$ cat config.mk
export PLATFORM = sky130hd
export DESIGN_NAME = mmio_user_io
export DESIGN_NICKNAME = d
export VERILOG_FILES = /design/src/rtl/mmio_user_io.sv
export SDC_FILE = /design/constraint.sdc
export NUM_CORES = 1
export LEC_CHECK = 0
export CAP_MARGIN = 25
export CORE_UTILIZATION = 41
export DETAILED_ROUTE_END_ITERATION = 12
export PLACE_DENSITY = 0.59
export SLEW_MARGIN = 10
export SYNTH_ARGS = -nofsm -noshare
export SYNTH_HDL_FRONTEND = slang
export SYNTH_SLANG_ARGS = --single-unit
$ cat constraint.sdc
create_clock -name clk -period 7 [get_ports clk]
set_input_delay 0.7 -clock clk [delete_from_list [all_inputs] [get_ports clk]]
set_output_delay 0.7 -clock clk [all_outputs]
set_load 0.02 [all_outputs]
$ cat src/rtl/mmio_user_io.sv
// mmio_user_io: memory-mapped user I/O and performance counters (CPU window 0x8000_00xx).
//
// Ports
//   clk, rst_n       CPU clock (rising edge) and asynchronous active-low reset
//   addr             byte offset into the window; addr[1:0] ignored
//   rd_en / wr_en    one-cycle load / store strobes (never both high)
//   wdata            store data
//   rdata            registered load data, valid the cycle after rd_en, held until the next rd_en
//   inst_retire      one pulse per retired instruction
//   clean_buttons    debounced, already-synchronous buttons; rising edges push events into a FIFO
//   switches         raw switches, synchronised here through two flops
//   leds             LED register
//
// Word map (addr[7:2]):
//   0x10 cycle count (R)   0x14 instruction count (R)   0x18 clear both counters (W)
//   0x1C freeze bit0 (R/W) 0x20 FIFO empty (R)          0x24 pop FIFO head (R)
//   0x28 FIFO count (R)    0x2C sticky overflow (R, W clears)
//   0x30 switches (R)      0x34 leds (R/W)
module mmio_user_io #(
    parameter int unsigned N_BUTTONS  = 3,
    parameter int unsigned N_SWITCHES = 2,
    parameter int unsigned N_LEDS     = 6,
    parameter int unsigned FIFO_DEPTH = 8,
    parameter int unsigned CNT_W      = 32
) (
    input  logic                  clk,
    input  logic                  rst_n,
    input  logic [7:0]            addr,
    input  logic                  rd_en,
    input  logic                  wr_en,
    input  logic [31:0]           wdata,
    output logic [31:0]           rdata,
    input  logic                  inst_retire,
    input  logic [N_BUTTONS-1:0]  clean_buttons,
    input  logic [N_SWITCHES-1:0] switches,
    output logic [N_LEDS-1:0]     leds
);

    localparam int unsigned AW = $clog2(FIFO_DEPTH);
    localparam int unsigned PW = AW + 1;

    localparam logic [5:0] AddrCycle  = 6'h04;
    localparam logic [5:0] AddrInst   = 6'h05;
    localparam logic [5:0] AddrClear  = 6'h06;
    localparam logic [5:0] AddrFreeze = 6'h07;
    localparam logic [5:0] AddrEmpty  = 6'h08;
    localparam logic [5:0] AddrPop    = 6'h09;
    localparam logic [5:0] AddrCount  = 6'h0A;
    localparam logic [5:0] AddrOvf    = 6'h0B;
    localparam logic [5:0] AddrSwitch = 6'h0C;
    localparam logic [5:0] AddrLeds   = 6'h0D;

    logic [5:0] word;
    assign word = addr[7:2];

    logic [CNT_W-1:0]      cyc_q, cyc_d;
    logic [CNT_W-1:0]      ins_q, ins_d;
    logic                  freeze_q, freeze_d;
    logic                  ovf_q, ovf_d;
    logic [N_LEDS-1:0]     leds_q, leds_d;
    logic [31:0]           rdata_q, rdata_d;
    logic [N_BUTTONS-1:0]  prev_q;
    logic [N_SWITCHES-1:0] sw_meta_q, sw_sync_q;
    logic [PW-1:0]         wptr_q, wptr_d;
    logic [PW-1:0]         rptr_q, rptr_d;
    logic [N_BUTTONS-1:0]  mem_q [FIFO_DEPTH];

    logic [PW-1:0]        count;
    logic                 empty, full;
    logic [N_BUTTONS-1:0] rise;
    logic                 push_req, pop, push, drop;
    logic                 wr_clear, wr_freeze, wr_ovf, wr_leds;
    logic [31:0]          rd_val;

    // Extra pointer MSB distinguishes full from empty when the indices match.
    assign count = wptr_q - rptr_q;
    assign empty = (count == '0);
    assign full  = (count == PW'(FIFO_DEPTH));

    assign rise     = clean_buttons & ~prev_q;
    assign push_req = |rise;
    assign pop      = rd_en && (word == AddrPop) && !empty;
    // A pop in the same cycle frees the slot, so a push into a full FIFO is still accepted.
    assign push     = push_req && (!full || pop);
    assign drop     = push_req && full && !pop;

    assign wr_clear  = wr_en && (word == AddrClear);
    assign wr_freeze = wr_en && (word == AddrFreeze);
    assign wr_ovf    = wr_en && (word == AddrOvf);
    assign wr_leds   = wr_en && (word == AddrLeds);

    always_comb begin
        rd_val = '0;
        case (word)
            AddrCycle:  rd_val = 32'(cyc_q);
            AddrInst:   rd_val = 32'(ins_q);
            AddrFreeze: rd_val = {31'd0, freeze_q};
            AddrEmpty:  rd_val = {31'd0, empty};
            AddrPop:    rd_val = empty ? 32'd0 : 32'(mem_q[rptr_q[AW-1:0]]);
            AddrCount:  rd_val = 32'(count);
            AddrOvf:    rd_val = {31'd0, ovf_q};
            AddrSwitch: rd_val = 32'(sw_sync_q);
            AddrLeds:   rd_val = 32'(leds_q);
            default:    rd_val = '0;
        endcase
    end

    always_comb begin
        cyc_d    = cyc_q;
        ins_d    = ins_q;
        freeze_d = freeze_q;
        ovf_d    = ovf_q;
        leds_d   = leds_q;
        rdata_d  = rdata_q;
        wptr_d   = wptr_q;
        rptr_d   = rptr_q;

        // Clear beats increment; freeze only takes effect from the following edge.
        if (wr_clear) begin
            cyc_d = '0;
            ins_d = '0;
        end else if (!freeze_q) begin
            cyc_d = cyc_q + CNT_W'(1);
            ins_d = ins_q + CNT_W'(inst_retire);
        end

        if (wr_freeze) freeze_d = wdata[0];
        if (wr_leds)   leds_d   = wdata[N_LEDS-1:0];

        // A dropped event in the same cycle as a clear keeps the flag set.
        if (drop)        ovf_d = 1'b1;
        else if (wr_ovf) ovf_d = 1'b0;

        if (push) wptr_d = wptr_q + PW'(1);
        if (pop)  rptr_d = rptr_q + PW'(1);

        if (rd_en) rdata_d = rd_val;
    end

    always_ff @(posedge clk or negedge rst_n) begin
        if (!rst_n) begin
            cyc_q     <= '0;
            ins_q     <= '0;
            freeze_q  <= 1'b0;
            ovf_q     <= 1'b0;
            leds_q    <= '0;
            rdata_q   <= '0;
            prev_q    <= '0;
            sw_meta_q <= '0;
            sw_sync_q <= '0;
            wptr_q    <= '0;
            rptr_q    <= '0;
        end else begin
            cyc_q     <= cyc_d;
            ins_q     <= ins_d;
            freeze_q  <= freeze_d;
            ovf_q     <= ovf_d;
            leds_q    <= leds_d;
            rdata_q   <= rdata_d;
            prev_q    <= clean_buttons;
            sw_meta_q <= switches;
            sw_sync_q <= sw_meta_q;
            wptr_q    <= wptr_d;
            rptr_q    <= rptr_d;
        end
    end

    // Storage needs no reset: the pointers define which entries are valid.
    always_ff @(posedge clk) begin
        if (push) mem_q[wptr_q[AW-1:0]] <= clean_buttons;
    end

    assign rdata = rdata_q;
    assign leds  = leds_q;

    logic unused_bits;
    assign unused_bits = ^{addr[1:0], wdata};

endmodule

# Word level (Yosys, flattened, before mapping)
# Memory sizes are Yosys's and may differ from the RTL's.
# Cells that the tools add are included.
totals:
  mem_bits_rw: 24
  regBits: 119
  inputBits: 50
  n_memories: 1
  word_cells: 57
  out_inout_bits: 38
memory_table:
  columns: ["name", "depth", "word_bits", "read_ports", "rd_clocked_by_memory_dff", "write_ports", "line_no", "source"]
  rows:
  - ["mem_q", 8, 3, 1, 0, 1, "66", "logic [N_BUTTONS-1:0] mem_q [FIFO_DEPTH];"]
op_classes:
  eq_ne: 12
  add_sub_neg: 5
  n_mux: 10
  n_bitwise: 2
  n_reduce_logical: 16
op_table:
  columns: ["cell", "count"]
  rows:
  - ["32-bit case mux with 9 select lines", 1]
  - ["32-bit two-way mux", 4]
  - ["6-bit by 4-bit equality test with 1-bit output (second input constant)", 6]
  - ["32-bit by 1-bit adder with 32-bit output", 1]
  - ["32-bit by 1-bit adder with 32-bit output (second input constant)", 1]
  - ["6-bit by 3-bit equality test with 1-bit output (second input constant)", 4]
  - ["1-bit logical AND", 9]
  - ["4-bit by 1-bit adder with 4-bit output (second input constant)", 2]
  - ["4-bit equality test (second input constant)", 1]
  - ["4-bit logical NOT", 1]
  - ["1-bit two-way mux", 4]
  - ["4-bit subtractor", 1]
  - ["3-bit AND", 1]
  - ["1-bit logical NOT", 3]
  - ["3-bit two-way mux", 1]
  - ["3-bit inverter", 1]
  - ["3-bit OR reduction", 1]
  - ["2-bit by 1-bit inequality test with 1-bit output (second input constant)", 1]
  - ["2-bit nonzero test", 1]
  - ["1-bit logical OR", 1]

# Logic depth before layout (Yosys ltp)
depth:
  depth_word: 8
  mapped_depth: 9
  depth_no_buf: 9

# Least setup slack after synthesis
# No wires, ideal clock.
synth_path:
  path_kind: "register to register"
  start: "register rptr_q[1]"
  end: "memory mem_q[3][0], enable pin"
  setup_ns: 0.350
  stages_incl_launch_ff: 9
  synth_period_minus_slack_ns: 2.734
  path_buffers: 1
  required_time_ns: 6.650
  path_slack_ns: 4.266
  t_arrival_ns: 2.384
  path_cell_list: "dfrtp_1 -> buf_2 -> inv_1 -> ha_1 -> and3b_1 -> or3_1 -> a31oi_1 -> nand2_1 -> nor3b_1"
synth_via:
  elab_chain_cells: 8
  word_cells_on_any_way: 10
  cone_classes: "add/sub (1); eq/ne (1); mux (2); reduce/logical (6)"
synth_rtl:
  columns: ["element", "line_no", "source"]
  rows:
  - ["from (decl)", "65", "logic [PW-1:0] rptr_q, rptr_d;"]
  - ["from (signal assigned)", "164", "rptr_q <= rptr_d;"]
  - ["4-bit subtractor *", "76", "assign count = wptr_q - rptr_q;"]
  - ["4-bit logical NOT", "77", "assign empty = (count == '0);"]
  - ["1-bit logical NOT", "82", "assign pop = rd_en && (word == AddrPop) && !empty;"]
  - ["1-bit logical AND", "82", null]
  - ["1-bit logical OR *", "84", "assign push = push_req && (!full || pop);"]
  - ["1-bit logical AND *", "84", null]
  - ["1-bit two-way mux *", "170", "if (push) mem_q[wptr_q[AW-1:0]] <= clean_buttons;"]
  - ["1-bit two-way mux (not written as such) *", "170", null]
  - ["to (decl)", "66", null]
# Every way passes the cells marked *; elsewhere a longest branch is shown, timed or not.

# Final worst setup path
layout_path:
  start: "register rptr_q[1]"
  end: "memory mem_q[1][2], enable pin"
# Same word-level chain as after synthesis.

==> summary.md <==
| Metric | Value |
|---|---|
| Status | finished, final reports clean |
| Final ANT Viol Nets | 0 |
| Fillers | about 1400 |
| Fmax | ~300 MHz |
| Post-CTS Setup Inserts | 0 |
| Final RePlAce weighted congestion | 0.8492 |
| Clock latency on the worst-skew pair | 0.43 ns |
| Crit Path Max Fanout | 13 |
| Fin cells | 900 |
| RSZ-0062 raised after global routing | no |
| Sequential cell area fraction in the yosys report | 54.09% |
| Synth Area in Simple Gates | 18.08% |
| Synth cell count leaders | dfrtp_1, nor2_1, xnor2_1 |
| Initial antenna violation count | 0 |
| Slew margin rel. | 31.17% |
| Crit path depth | 7 |
| CTS Buffer Depth | 2 |
| Yosys top cell area share | 43.55% |
| Synth warn | 0 |
| Syn Nets | 675 |
| Post-synthesis mux area share | 4.648% |
| Synth Cell Area | ~7000 um^2 |
| Critical Path End | mem_q[1][2] |
| CP top delay family | simple AND/OR/NAND/NOR gates |
| Final Hold Viols | 0 |
| Area Growth Syn to Fin | 20.70% |
| DRT iter0 DRCs | 316 |
| Internal power | 1.696 mW |
| Cell Pwr Density | between 300 and 400 nW/um^2 |
| Flop-to-flop setup slack | 3.64 ns |
| Largest net degree at the start of global routing | 77 |
| Pwr Total | 2.504 mW |
| Share of flip-flops with an asynchronous set or reset | about 83% |
| Wire per inst | 17.76 um |
| Startpoint types | register |
| Clk_skew | 0.008373 ns |
| Reg power frac | a little under half |
| Part of the cycle the worst path needs | 47.99% |
| Cell leakage power | 3.183 nW |
| Pre-CTS setup slack | 3.500 ns |
| CTS buffer count | 17 |
| Post-Synth XOR/XNOR Area | 7.813% |
| Peak VDD IR | 182.3 uV |
| CP startpoint | rptr_q[1] |
| # hold bufs at CTS | 0 |
| Top-count cell post-synth | dfrtp_1 |
| CP max stage cell | dfrtp_1 |
| Clock slew at reported path FFs | 0.07 ns |
| Multi-input logic area | between 2000 and 3000 um^2 |
| First-pass GRT wire length | 26.62 mm |
| Top cells by area, synth | dfrtp_1, edfxtp_1, xnor2_1 |
| Count of cell types in the netlist | 58 |
| Most used DFF post-synth | dfrtp_1 |
| Min-Delay Path Class | primary input to asynchronous set/reset pin |
| Chip width | between 100 and 150 um |
| Arr. time, crit path | around 3.4 ns |
| Yosys reg bits | 143 |
| CP Capture Type | register |
| Cells after Synth | 616 |
| Sw Share | 32.26% |
| WP buf/inv | 1 |
| DIE HEIGHT | 131.1 um |
| Setup CP Type | register to register |
| H-tree levels | 4 |
| CTS-repair resized insts | 0 |
| Nets | 730 |
| Largest family of logic cells by synthesized area | simple AND/OR/NAND/NOR gates |
| Core area | 16060 um^2 |
| Vias in the first global route | 5072 |
| Ant. Diodes | 0 |
| Final worst path period need | 3.359 ns |
| CTS tree | yes |
| P_sw | a little over 0.8 mW |
| Final setup viols | 0 |
| Worst reg2reg endpoint | mem_q[1][2] |
| Total global routing track utilization | between 10% and 20% |
| FF+latch area | 3699 um^2 |
| Synth Area in Adders | 1.757% |
| Aggregate routed wire length | 15.99 mm |
| Initial Util | 42.58% |
| Mean post-synth cell area | 11.10 um^2 |
| Area leader, netlist | dfrtp_1 |
| Crit Reg-Reg Startpoint | rptr_q[1] |
| Synth Area in Compound Gates | 11.09% |
| Share of cells above drive strength 1 | about a tenth |
| Number of port buffers | between 50 and 60 |
| DRC | 0 |
| IO Count | 88 |
| Setup ws final | 3.641 ns |
| Via/cell ratio | 5.631 |
| Row Count | 46 |
| Clock share of power | between 30% and 40% |
| Pins Over Slew Limit | 0 |
| Die ar. | ~17000 um^2 |
| Clk sinks | 143 |
| Root Driver | clkbuf_16 |
| Post-synth EDFFs | 24 |
| Placed cell count | between 800 and 900 |
| MaxCap Viol Count | 0 |
| CP required | 7.07 ns |
| Final HPWL DP | 10.79 mm |
| R2r worst-path depth | 7 |
| Via count | ~5100 |
| Combinational Power Share | 17.9% |
| Iteration count of the initial detailed-routing pass | 8 |
| Final TNS setup | 0 ns |
| Crit-path cells | inv_1, ha_1, and3b_1, or3_1, a31oi_1, nand2_1, nor3_1 |
| Slew at the pin closest to its max-slew limit | 1.023 ns |
| CP peak stage delay | ~0.71 ns |
| Gr ovfl total | 0 |
state kept, by name (all words and copies together) (netlist names):
register / flops
ins_q: 32
sw_sync_q: 2
mem_q: 24
cyc_q: 32
wptr_q: 4
freeze_q: 1
sw_meta_q: 2
prev_q: 3
leds: 6
ovf_q: 1
rdata: 32
rptr_q: 4
area by class of cell:
class,count,share of cell area [%]
tap,216,3.275
timing repair buffer,65,7.914
inverter,16,0.7277
multi-input combinational,428,36.11
clock inverter,15,2.001
clock buffer,17,5.155
sequential,143,44.82
kinds of logic after synthesis:
logic type,count (synthesis)
compound gates,101
xor+xnor,61
fa+ha+maj,9
buf+inv,45
flops,143
mux,23
simple gates,234
worst min-delay path by stage:
stage,depth (start not counted),slack (ns),end,startpoint
3_5_place_dp,0,0.34,sw_sync_q[1],sw_meta_q[1]
2_1_floorplan,0,0.33,sw_sync_q[0],sw_meta_q[0]
4_1_cts,1,0.27,rdata[17],rst_n
3_3_place_gp,0,0.33,sw_sync_q[0],sw_meta_q[0]
6_report,1,0.26,rdata[17],rst_n
5_1_grt,1,0.29,rdata[20],rst_n
through the flow:
stage          hold WS [ns]  cell area (um^2)  utilization, %
3_5_place_dp         0.3364              7635           47.55
6_report             0.2570              8253           51.39
3_3_place_gp         0.3313              7635           47.55
5_1_grt              0.2946              8253           51.39
2_1_floorplan        0.3312              6838               -
4_1_cts              0.2746              8225           51.22
per-layer routing:
metal,share of wire (%),track usage [%],up-vias,routed length [um]
met5,0,0,-,0
met2,49,31.29,150,7821
met3,5.0,5.093,25,807
met1,45,26.25,2511,7130
met4,1.4,6.601,0,226
li1,-,-,2382,-
layout by cell type (no fill, tap or decap), types with 7 or more instances in the layout:
master	instances
a21oi_1	13
and4_1	10
clkdlybuf4s50_1	58
and3_1	7
o21ai_0	10
mux2i_1	7
or3_1	9
nor2_1	71
mux2_2	10
o2bb2ai_1	26
edfxtp_1	24
nand3_1	24
dfrtp_1	119
xor2_1	28
nand4_1	17
nand2_1	32
inv_6	7
inv_1	15
nor3_1	13
xnor2_1	33
ha_1	8
a22oi_1	31
nor4_1	14
clkbuf_16	17
power by group through the flow:
| stage | clock network (mW) | registers (mW) | logic (mW) |
|---|---|---|---|
| final | 0.913 | 1.14 | 0.449 |
| after detailed placement | 0 | 1.16 | 0.449 |
| after global placement | 0 | 1.15 | 0.435 |
| after floorplan | 0 | 1.10 | 0.347 |
| after CTS | 0.931 | 1.14 | 0.452 |
| after global routing | 0.973 | 1.17 | 0.509 |
No activity file was read; power rests on OpenSTA's default activity.
